===== src/rtl/stream_mux_rr.sv =====
// stream_mux_rr: N_CH-input valid/ready stream multiplexer feeding a
// single-entry output register. Mode 0 arbitrates round-robin starting
// after the last granted channel; mode 1 forces the channel given by sel.
// Only mode-0 transfers advance the round-robin pointer, so a detour into
// forced select resumes fairness where it left off.
module stream_mux_rr #(
  parameter int N_CH   = 4,
  parameter int DATA_W = 8
) (
  input  logic                      clk,
  input  logic                      rst,
  input  logic                      mode,
  input  logic [$clog2(N_CH)-1:0]   sel,
  input  logic [N_CH-1:0]           in_valid,
  input  logic [N_CH*DATA_W-1:0]    in_data,
  output logic [N_CH-1:0]           in_ready,
  output logic                      out_valid,
  output logic [DATA_W-1:0]         out_data,
  output logic [$clog2(N_CH)-1:0]   out_ch,
  input  logic                      out_ready
);

  localparam int SEL_W = $clog2(N_CH);

  // Unpacked view of the per-channel data words
  logic [DATA_W-1:0] ch_data [N_CH];

  // Output register and round-robin pointer
  logic                 out_valid_reg, out_valid_next;
  logic [DATA_W-1:0]    out_data_reg,  out_data_next;
  logic [SEL_W-1:0]     out_ch_reg,    out_ch_next;
  logic [SEL_W-1:0]     last_grant_reg, last_grant_next;

  // Arbitration results
  logic                 load_en;
  logic                 rr_found;
  logic [SEL_W-1:0]     rr_idx;
  logic                 fs_found;
  logic                 grant_found;
  logic [SEL_W-1:0]     grant_idx;
  logic                 xfer;

  genvar gi;
  generate
    for (gi = 0; gi < N_CH; gi++) begin : g_unpack
      assign ch_data[gi] = in_data[gi*DATA_W +: DATA_W];
    end
  endgenerate

  // The output slot can take a new word when empty or being drained now
  assign load_en = ~out_valid_reg | out_ready;

  // Round-robin search: the candidate at the smallest offset past
  // last_grant wins, so scan from the farthest offset down and let the
  // nearest valid channel overwrite earlier hits.
  always_comb begin : rr_search
    int               cand;
    logic [SEL_W-1:0] cand_idx;
    rr_found = 1'b0;
    rr_idx   = '0;
    cand     = 0;
    cand_idx = '0;
    for (int k = N_CH; k >= 1; k--) begin
      cand     = (int'(last_grant_reg) + k) % N_CH;
      cand_idx = SEL_W'(cand);
      if (in_valid[cand_idx]) begin
        rr_found = 1'b1;
        rr_idx   = cand_idx;
      end
    end
  end

  // Forced select: an out-of-range sel simply never grants
  always_comb begin
    fs_found = (int'(sel) < N_CH) && in_valid[sel];
  end

  // Pick the grant for the current mode; reset suppresses every grant
  always_comb begin
    grant_found = 1'b0;
    grant_idx   = '0;
    if (!rst) begin
      if (mode) begin
        grant_found = fs_found;
        grant_idx   = sel;
      end else begin
        grant_found = rr_found;
        grant_idx   = rr_idx;
      end
    end
  end

  // A grant always targets a valid channel, so a grant with room is a transfer
  assign xfer = grant_found & load_en;

  generate
    for (gi = 0; gi < N_CH; gi++) begin : g_ready
      assign in_ready[gi] = xfer & (grant_idx == SEL_W'(gi));
    end
  endgenerate

  // Next-state for the output register and the round-robin pointer
  always_comb begin
    out_valid_next  = out_valid_reg;
    out_data_next   = out_data_reg;
    out_ch_next     = out_ch_reg;
    last_grant_next = last_grant_reg;
    if (xfer) begin
      out_valid_next = 1'b1;
      out_data_next  = ch_data[grant_idx];
      out_ch_next    = grant_idx;
      if (!mode) begin
        last_grant_next = grant_idx;
      end
    end else if (out_ready) begin
      out_valid_next = 1'b0;
    end
  end

  // State registers; reset parks the pointer so channel 0 is granted first
  always_ff @(posedge clk) begin
    if (rst) begin
      out_valid_reg  <= 1'b0;
      out_data_reg   <= '0;
      out_ch_reg     <= '0;
      last_grant_reg <= SEL_W'(N_CH - 1);
    end else begin
      out_valid_reg  <= out_valid_next;
      out_data_reg   <= out_data_next;
      out_ch_reg     <= out_ch_next;
      last_grant_reg <= last_grant_next;
    end
  end

  assign out_valid = out_valid_reg;
  assign out_data  = out_data_reg;
  assign out_ch    = out_ch_reg;

endmodule


===== config.mk =====
export PLATFORM = sky130hd
export DESIGN_NAME = stream_mux_rr
export DESIGN_NICKNAME = d
export VERILOG_FILES = /design/src/rtl/stream_mux_rr.sv
export SDC_FILE = /design/constraint.sdc
export NUM_CORES = 1
export LEC_CHECK = 0
export ABC_AREA = 0
export BUFFER_PORTS_ARGS = -buffer_cell sky130_fd_sc_hd__buf_4
export CAP_MARGIN = 0
export CORE_ASPECT_RATIO = 0.75
export CORE_MARGIN = 5
export CORE_UTILIZATION = 40
export DETAILED_ROUTE_END_ITERATION = 16
export HOLD_SLACK_MARGIN = 0.1
export MAX_ROUTING_LAYER = met4
export PLACE_DENSITY_LB_ADDON = 0.12
export SLEW_MARGIN = 20
export SYNTH_ARGS = -nofsm -noshare
export SYNTH_HDL_FRONTEND = slang
export SYNTH_SLANG_ARGS = --single-unit

===== constraint.sdc =====
create_clock -name clk -period 5 [get_ports clk]
set_clock_uncertainty 0.05 [all_clocks]
set_input_delay 1 -clock clk [delete_from_list [all_inputs] [get_ports clk]]
set_output_delay 1 -clock clk [all_outputs]
set_load 0.01 [all_outputs]

-- Word level (Yosys, flattened, before mapping)
Index checks and enable logic that the tools add are counted.
- flip-flop bits (word level): 13
- input bits: 42
- output and inout port bits: 15
- word-level logic and storage cells: 56
- add/subtract/negate cells: 4
- magnitude comparators: 6
- eq/ne operators: 3
- mux-type cells: 27
- bitwise logic cells: 9
- reductions and logical operators: 3
- operators by type and width (kind ; number):
    binary-select mux 8 bit (select 2 bit) ; 1
    2-to-1 mux 8 bit ; 2
    < comparator 2 x 3 -> 1 bit, second input constant ; 5
    2-to-1 mux 1 bit ; 13
    2-to-1 mux 2 bit ; 6
    binary-select mux 1 bit (select 2 bit) ; 5
    bitwise AND 1 bit ; 5
    adder 2 x 1 -> 2 bit, second input constant ; 2
    adder 2 bit, second input constant ; 2
    equality test 2 bit, second input constant ; 2
    greater-or-equal comparator 3 bit, second input constant ; 1
    inverter 2 -> 3 bit ; 1
    equality test 2 x 1 -> 1 bit, second input constant ; 1
    logical NOT 2 bit ; 1
    inverter 1 bit ; 2
    AND reduction 2 bit ; 1
    nonzero test 2 bit ; 1
    OR 1 bit ; 1

-- Depth between registers and ports, before layout
- depth after elaboration: 13
- gate-level depth with buffers: 8
- mapped depth without buffers: 5

-- Worst setup path before layout
Ideal clock, no wire load.
- path kind: input port to output port
- start: in in_valid[0]
- end: out in_ready[2]
- arrival time: 2.283 ns
- required time: 3.950 ns
- path slack: 1.667 ns
- stages: 6
- path buffers: 1
- cell sequence: or2_0 a311o_1 o21ai_4 buf_6 nand2_1 nor2_1
- longest elaborated chain between the ends: 10
- elaborated cells on any way between the ends: 25
- those cells by class: eq/ne: 1; mux: 22; bitwise: 2
- RTL lines (what ; RTL line ; text):
    from (decl) ; 14 ; input logic [N_CH-1:0] in_valid,
    binary-select mux 1 bit (select 2 bit) ; 66 ; if (in_valid[cand_idx]) begin
    2-to-1 mux 1 bit (implied by the code) ; 66 ;
    2-to-1 mux 2 bit or 2-to-1 mux 1 bit (tied branches) (4 in a row) ; 66 ;
    2-to-1 mux 2 bit or 2-to-1 mux 1 bit (tied branches) ; 83 ; if (mode) begin
    2-to-1 mux 2 bit or 2-to-1 mux 1 bit (tied branches) ; 82 ; if (!rst) begin
    equality test 2 bit or bitwise AND 1 bit (tied branches) ; 98, 94 ;
    bitwise AND 1 bit (*) ; 98 ; assign in_ready[gi] = xfer & (grant_idx == SEL_W'(gi));
    to (decl) ; 16 ; output logic [N_CH-1:0] in_ready,
Mark *: on every way between the ends. The rest lies on a longest branch, timed or not. The select of a mux whose other input is x is not followed.

-- Worst setup path after layout
- start: in in_valid[3]
- end: out in_ready[0]
- longest elaborated chain between the ends: 10
- elaborated cells on any way between the ends: 25
- those cells by class: mux: 22; bitwise: 2; reduce/logical: 1
- RTL lines (what ; RTL line):
    binary-select mux 1 bit (select 2 bit) ; 66
    2-to-1 mux 1 bit (implied by the code) ; 66
    2-to-1 mux 1 bit or 2-to-1 mux 2 bit (tied branches) (4 in a row) ; 66
    2-to-1 mux 1 bit or 2-to-1 mux 2 bit (tied branches) ; 83
    2-to-1 mux 1 bit or 2-to-1 mux 2 bit (tied branches) ; 82
    bitwise AND 1 bit or logical NOT 2 bit (tied branches) ; 94, 98
    bitwise AND 1 bit (*) ; 98
Marks and branches as above.

==> impl_metrics.ini <==
[sta]
fmax_mhz = 274.8
max_slew_margin_pct = 52.86
final_max_slew_viol_count = 0
hold_ws_ns = 0.4205
finalWorstSetupSlack_ns = 1.361
worst_pin_slew_ns = 0.7058
grt_setup_unrepaired = false
period_needed_ns = 3.639
hold_violations = 0
setup-violations-final = 0
fin_setup_tns_ns = 0
period_share_pct = 72.78

[clock_tree]
cts_tree = done
htreeDepth = 1
clk_pin_slew_ns = 0.08
holdBufCountCts = 0
ctsLongestPathBuffers = 2
clock-root-buffer = clkbuf_4
cts.sink_count = 13
cts_made_buffers = 3
post_cts_buffers = 0
postCtsResizedCells = 0
insertion_delay_ns = 0.28

[hold_path]
hp-class = reg -> reg
worstHoldStart = out_data[0]

[global_routing]
grt-ovfl-total = 0
antenna_found_initial = 0
grt_start_max_net_pins = 20
grt_usage_pct = 20.80
grt_pass1_wl_um = 6092
grt_pass1_vias = 1258

[final_layout]
drive_above_1_share_pct = 35.08
fin_cells = 227
nets = 234
post-route-util_pct = 59.30
n_antenna_cell = 0
fillerInstances = 229
area_delta_synth_final_pct = 42.49
largest_reg_flops = 8
ff_latch_area_um2 = 260.3
multi_input_comb_area_um2 = 729.5

[route]
vias = 1322
drc = 0
drt_wl_total_um = 3770
detail_route.wl_per_cell_um = 16.61
vias_per_cell = 5.824
detail-route-antenna-nets = 0
drt_first_pass_iters = 4
drtIter0Drc = 105

[logic_synthesis]
synthCells = 140
seq_area_frac_synth_pct = 24.21
yosys_warnings = 0
synth_nets = 182
synth.distinct_cells = 35
syn_avg_cell_area_um2 = 7.677
synth_area_um2 = 1075
ys_seq_elements = 13

[place]
dp.cells = 223
post-place-ws_ns = 1.381
numPortBuffers = 56
gpl.final_weighted_congestion = 0.7963
dp_hpwl_um = 2906

[floorplanning]
die_area_um2 = 3834
ios = 57
initial_core_util_pct = 41.62
die_w_um = 69.86
rows = 16
fp.dieH_um = 54.89
core_um2 = 2582

[pwr]
irDropWorstVdd_uv = 121.4
p_per_area_nw_per_um2 = 213.6
p_leak_nw = 0.6074

[setup_path]
cp_max_fo = 10
startpoint = in_valid[3]
worst_ep_required_time_ns = 3.95
timing.rr.start = last_grant_reg[0]
criticalPathCategory = in -> out
cp-start-kind = input pin
arrival_ns = 2.59
cp-end-kind = output port

[outcome]
run_status = finished clean

[job]
drv_cap = 0
==> Yosys cell counts <==
master / number / area share (%)
or2_0: 1 / 0.58
mux2_2: 2 / 2.1
o32ai_1: 8 / 6.5
nor4_1: 8 / 4.7
o221ai_1: 8 / 6.5
a311o_1: 1 / 0.93
or2_1: 1 / 0.58
nand3b_1: 1 / 0.70
o2bb2ai_1: 1 / 0.82
nor3_1: 12 / 5.6
and3b_1: 1 / 0.82
inv_1: 9 / 3.1
o22ai_1: 1 / 0.58
nor2b_1: 9 / 5.2
buf_6: 1 / 1.0
or3_1: 1 / 0.58
a211oi_1: 16 / 11
a221o_1: 1 / 0.93
nor2_1: 9 / 3.1
or2_2: 1 / 0.58
o21ai_4: 1 / 1.5
dfxtp_1: 13 / 24
nand2_1: 5 / 1.7
a211oi_2: 1 / 1.2
nand3_1: 1 / 0.47
nor3b_1: 1 / 0.70
buf_2: 2 / 0.93
clkbuf_1: 6 / 2.1
a211o_1: 4 / 3.3
nand4b_1: 1 / 0.82
a31oi_1: 1 / 0.58
buf_1: 2 / 0.70
nand2b_1: 4 / 2.3
and4b_1: 1 / 0.93
a21oi_1: 5 / 2.3
==> path summary, 6_finish.rpt <==
path / to / slack [ns] / cells past startpoint
worst min-delay path: out_data[0] / 0.42 / 2
worst max register to register: out_data[6] / 2.97 / 5
worst max-delay path: in_ready[0] / 1.36 / 7
worst min register to register: out_data[0] / 0.42 / 2
==> where the power goes <==
group	internal, W	switching, W	total (W)
logic	0.0000668	0.0000693	0.000136
registers	0.000116	0.00000849	0.000125
clock network	0.0000297	0.0000365	0.0000663
==> critical path: stages <==
cell and delay, ns:
buf_4 0.13, and3b_1 0.21, a31oi_1 0.09, a211oi_2 0.64
nor2_1 0.14, nor3_1 0.23, buf_4 0.15
==> final cells by class <==
class	instances	area share [%]
flip-flops and latches	13	16.99
clock inverters	1	0.3268
clock buffers	3	1.471
multi-input cells	107	47.63
repair buffers	58	28.43
well taps	36	2.941
inverters	9	2.206
==> metrics by stage <==
step,power (W),instance area (um^2)
floorplan,0.0001976,1075
global placement,0.0002567,1504
detailed placement,0.0002608,1504
CTS,0.0003263,1531
global route,0.0003461,1531
finish,0.0003271,1531
==> cell families (layout without fill, tap and decap cells) <==
logic type	count (synthesis)	count (layout)	synth area share, %
flip-flops	13	13	24.21
AND/OR/NAND/NOR	57	57	29.45
multiplexers	2	2	2.095
buffers and inverters	20	71	7.916
AO/OA/AOI/OAI	48	48	36.32
==> routing by layer <==
metal  track usage (%)  up-vias  routed length [um]
met5                 -        -                   0
met2             31.82       55                1647
li1                  -      659                   -
met3             4.152        7                 262
met4             9.236        0                  70
met1             27.11      601                1791
==> placed cells by master, fill, tap and decap left out <==
master,netlist,routed
a311o_1,1,1
inv_1,9,9
nor3_1,12,12
nand4b_1,1,1
dfxtp_1,13,13
or3_1,1,1
or2_2,1,1
or2_0,1,1
o221ai_1,8,8
a31oi_1,1,1
clkbuf_4,0,3
nor4_1,8,8
nand2b_1,4,4
and4b_1,1,1
mux2_2,2,2
a221o_1,1,1
nand2_1,5,5
o32ai_1,8,8
nand3b_1,1,1
a21oi_1,5,5
o2bb2ai_1,1,1
a211oi_1,16,16
a211o_1,4,4
nor2b_1,9,9
a211oi_2,1,1
nor3b_1,1,1
o21ai_4,1,1
nand3_1,1,1
o22ai_1,1,1
or2_1,1,1
buf_4,0,58
clkinv_2,0,1
nor2_1,9,9
and3b_1,1,1
Note: power is estimated with default switching activity, not from simulation.
